## src/rtl/audio_mix_sequencer.sv

```systemverilog
// Sequences NUM_CH channel samples through one shared external prefilter.
// Enabled prefilter results are summed with unsigned saturation into one mixed sample per strobe.
module audio_mix_sequencer #(
  parameter int AUDIO_DW = 16,
  parameter int NUM_CH   = 4,
  parameter int CH_W     = 2
) (
  input  logic                       clk,
  input  logic                       reset_n,
  input  logic                       sample_stb,
  input  logic [NUM_CH*AUDIO_DW-1:0] ch_din,
  input  logic [NUM_CH-1:0]          ch_en,
  output logic [AUDIO_DW-1:0]        pf_din,
  input  logic [AUDIO_DW-1:0]        pf_dout,
  output logic [AUDIO_DW-1:0]        dout,
  output logic                       dout_valid,
  output logic                       busy,
  output logic                       overrun
);

  typedef enum logic [1:0] {IDLE, ACCUM, DONE} state_t;

  state_t              state, state_nxt;
  logic [CH_W-1:0]     idx;
  logic [AUDIO_DW-1:0] acc, acc_nxt;
  logic [AUDIO_DW-1:0] snap [NUM_CH];
  logic [NUM_CH-1:0]   snap_en;
  logic [AUDIO_DW:0]   sum;
  logic                last;

  assign last = (idx == CH_W'(NUM_CH - 1));
  assign busy = (state != IDLE);

  // NOTE: every always_comb output gets a default first, so no path can infer a latch.
  always_comb begin
    state_nxt = state;
    pf_din    = '0;
    acc_nxt   = acc;
    sum       = {1'b0, acc} + {1'b0, pf_dout};
    case (state)
      IDLE: if (sample_stb) state_nxt = ACCUM;
      ACCUM: begin
        pf_din = snap[idx];
        // The carry out of the widened sum flags overflow; a saturated acc stays saturated.
        if (snap_en[idx]) acc_nxt = sum[AUDIO_DW] ? {AUDIO_DW{1'b1}} : sum[AUDIO_DW-1:0];
        if (last) state_nxt = DONE;
      end
      DONE:    state_nxt = IDLE;
      default: state_nxt = IDLE;
    endcase
  end

  // NOTE: sequential state uses non-blocking assignments so all registers update from pre-edge values.
  always_ff @(posedge clk or negedge reset_n) begin
    if (!reset_n) begin
      state      <= IDLE;
      idx        <= '0;
      acc        <= '0;
      snap_en    <= '0;
      dout       <= '0;
      dout_valid <= 1'b0;
      overrun    <= 1'b0;
      // NOTE: the snapshot array is small register storage, not RAM, so it is cleared on reset.
      for (int k = 0; k < NUM_CH; k++) snap[k] <= '0;
    end else begin
      state      <= state_nxt;
      dout_valid <= (state == ACCUM) && last;
      overrun    <= sample_stb && (state != IDLE);
      case (state)
        IDLE: if (sample_stb) begin
          for (int k = 0; k < NUM_CH; k++) snap[k] <= ch_din[k*AUDIO_DW +: AUDIO_DW];
          snap_en <= ch_en;
          acc     <= '0;
          idx     <= '0;
        end
        ACCUM: begin
          acc <= acc_nxt;
          idx <= idx + 1'b1;
          if (last) dout <= acc_nxt;
        end
        default: ;
      endcase
    end
  end

endmodule

```

## config.mk

```make
export PLATFORM = sky130hd
export DESIGN_NAME = audio_mix_sequencer
export DESIGN_NICKNAME = d
export VERILOG_FILES = /design/src/rtl/audio_mix_sequencer.sv
export SDC_FILE = /design/constraint.sdc
export NUM_CORES = 1
export LEC_CHECK = 0
export ABC_AREA = 0
export ABC_CLOCK_PERIOD_IN_PS = 2500
export BUFFER_PORTS_ARGS = -buffer_cell sky130_fd_sc_hd__buf_4
export CAP_MARGIN = 25
export CORE_ASPECT_RATIO = 1.2
export CORE_UTILIZATION = 40
export CTS_CLUSTER_DIAMETER = 30
export DETAILED_ROUTE_END_ITERATION = 7
export MAX_ROUTING_LAYER = met4
export PLACE_DENSITY = 0.72
export SKIP_LAST_GASP = 1
export SLEW_MARGIN = 20
export SYNTH_ARGS = -nofsm -noshare
export SYNTH_HDL_FRONTEND = slang
export SYNTH_SLANG_ARGS = --single-unit
```

## constraint.sdc

```tcl
create_clock -name clk -period 2.5 [get_ports clk]
set_input_delay 0.5 -clock clk [delete_from_list [all_inputs] [get_ports clk]]
set_output_delay 0.5 -clock clk [all_outputs]
set_load 0.005 [all_outputs]
```

==> metrics.txt <==
Detailed Route WL roughly 13000 µm; # setup viols final 0; area of the mapped netlist 5400 µm²; core area 13200 µm²; headroom to the max-slew limit 60.9%; Post-Syn Nets 561; first-pass GRT wire length 20800 µm; Vias 4086; fill count 1130; Yosys warning count 0; commonest non-fill, non-tap cell in the layout buf_4; drt drc 0; Via density roughly 5.4; Layout area overhead 29.7%; GR met2 Demand/Resource around a third; grt ovf 0; Final Hold Fails 0; Routability Congestion 0.926; final setup TNS 0 ns; Leak 3.22 nW; initial drt markers 146; I/O pin cnt 122; Netlist cell types 42; initial antenna violation count 0; Max Fclk 425 MHz; Async S/R FF share, synth 100%; CP Capture Type register; Antenna Cells 0; status finished, final reports clean; Die Span Y 129 µm; grt peak-use layer met2; IO Port Bufs 121; Hold Path Class input port to async pin; final cycle utilization of the critical path between 90% and 100%; Avg Cell Area, Syn 11.8 µm²; sequential cell area fraction in the yosys report 49.2%; vias in the first global route 4310; CTS tree yes; Worst-Margin Slew around 0.6 ns; crit start category register; chip width approximately 110 µm; number of flops mapped to enable cells by yosys 0; Final Cell Area 7000 µm²; total CTS buffers 9; hold-fix buffer count after cts 0; clock root buffer clkbuf_16; pin count of the biggest net entering global routing 107; Crit Path Category register to register; die area 14000 µm²; met3 global-route usage 4.33%; Max Root-Sink Buffers 2; Reg clk slew, reported paths 0.07 ns; clk_skew 0.00594 ns; hpwl dp 9090 µm; commonest cells after routing, fill and taps aside 142 x buf_4, 106 x dfrtp_1, 70 x mux2_2, 31 x a21oi_1, 23 x o21ai_0; H-tree lvl count 3; clk sink count 106; max-slew violation count 0; fraction of layout cells with a size suffix above 1 43.2%; drt wl/cell roughly 17 µm; row count between 40 and 50; worst vdd ir 630 µV; GR Util met1 roughly a quarter; placed inst area around 6600 µm²; crit path DAT 2.59 ns; PD cells 1360 nW/µm²; Main synth FF type dfrtp_1; Final nets 692; Critical Path Fanout Max 8; max-cap violations 0; CP required 2.73 ns; GR Util All Layers between 20 and 25%; TritonRoute pass-1 iters 4; crit path time final 2.35 ns; Antenna Nets Post-Route 0; Starting Density between 40% and 50%; Synth Register Bits 106; clk_lat worst skew 0.36 ns; synthesized instance count 456
==> per-stage QoR <==
step / util (%) / instances / hold slack (ns) / power [W] / worst slack, ns
after floorplan: - / 456 / 0.204 / 0.00618 / 0.148
after global placement: 50.4 / 743 / 0.483 / 0.00782 / -0.110
after detailed placement: 50.4 / 743 / 0.488 / 0.00800 / -0.197
after CTS: 52.8 / 759 / 0.234 / 0.00959 / 0.00520
after global routing: 53.1 / 760 / 0.258 / 0.0103 / -0.00330
final: 53.1 / 760 / 0.208 / 0.00954 / 0.145
==> kinds of logic (layout without fill, tap and decap cells) <==
logic type / Yosys count / after routing / share of synthesized area, %
flip-flops: 106 / 106 / 49.2
AND/OR/NAND/NOR: 104 / 104 / 10.2
AO/OA/AOI/OAI: 96 / 96 / 10.5
multiplexers: 87 / 87 / 21.5
buffers and inverters: 35 / 171 / 2.76
adder cells (fa/ha/maj): 18 / 18 / 4.31
XOR/XNOR: 10 / 10 / 1.62
==> final cells by class <==
| type | count | area, µm² | area share [%] |
|---|---|---|---|
| tap | 168 | 210 | 3.00 |
| clock inverter | 6 | 97.6 | 1.39 |
| clock buffer | 10 | 229 | 3.27 |
| inverter | 9 | 33.8 | 0.483 |
| sequential | 106 | 2650 | 37.9 |
| timing repair buffer | 146 | 1150 | 16.4 |
| multi-input combinational | 315 | 2630 | 37.6 |
==> power breakdown <==
part	internal [W]	switching, W	leakage, nW
Sequential	0.00259	0.000465	1.27
Combinational	0.00262	0.00229	1.80
Clock	0.000893	0.000673	0.159
Total	0.00611	0.00343	3.22
==> per-layer routing <==
layer  routed length, µm  part of all wire [%]  vias to the layer above
met5                   0                     0                        -
met4                 254                   2.0                        0
met3                 557                   4.4                       20
met2                6510                    51                      116
met1                5440                    43                     2023
li1                    -                     -                     1927
==> worst max-delay path: stages (launching register included) <==
cell      delay [ns]
dfrtp_1         0.40
ha_1            0.23
fa_1            0.42
a21oi_2         0.21
o211ai_1        0.15
nand2_1         0.17
a32oi_4         0.19
buf_4           0.21
nor2_1          0.13
o21ai_0         0.11
==> state kept, by name (all words and copies together) (netlist names) <==
| register | count |
|---|---|
| state | 2 |
| snap_en | 4 |
| dout_valid | 1 |
| snap | 64 |
| idx | 2 |
| dout | 16 |
| overrun | 1 |
| acc | 16 |
==> worst paths after layout <==
kind | cells past startpoint | slack, ns | to | start
setup reg to reg | 9 | 0.15 | acc[2] | acc[0]
max in group asynchronous | 2 | 1.87 | dout[0] | reset_n
hold / removal | 2 | 0.21 | snap[11] | reset_n
min in group clk | 2 | 0.37 | snap[51] | ch_din[3]
setup / recovery | 9 | 0.15 | acc[2] | acc[0]
hold reg to reg | 2 | 0.50 | dout[13] | dout[13]
==> synth_stat cells, types with 5 or more instances <==
cell type / instances / share of area (%)
o21ai_0: 23 / 2.1
clkbuf_1: 9 / 0.63
o211ai_1: 5 / 0.70
nor2_1: 18 / 1.3
mux4_2: 16 / 6.7
buf_1: 8 / 0.56
and3_1: 14 / 1.6
or3_1: 5 / 0.58
ha_1: 17 / 3.9
buf_2: 8 / 0.74
inv_1: 9 / 0.63
xnor2_1: 6 / 0.97
nand3_1: 22 / 2.0
and2_1: 19 / 2.2
mux2_2: 70 / 15
nand2_1: 14 / 0.97
a21oi_1: 33 / 3.1
o21ai_1: 16 / 1.5
dfrtp_1: 106 / 49
==> what timing repair did <==
action | CTS | global route
resized for setup | 0 | 6
buffers inserted | 0 | 1
setup endpoints to repair | 0 | 14
No activity file was read; power rests on OpenSTA's default activity.
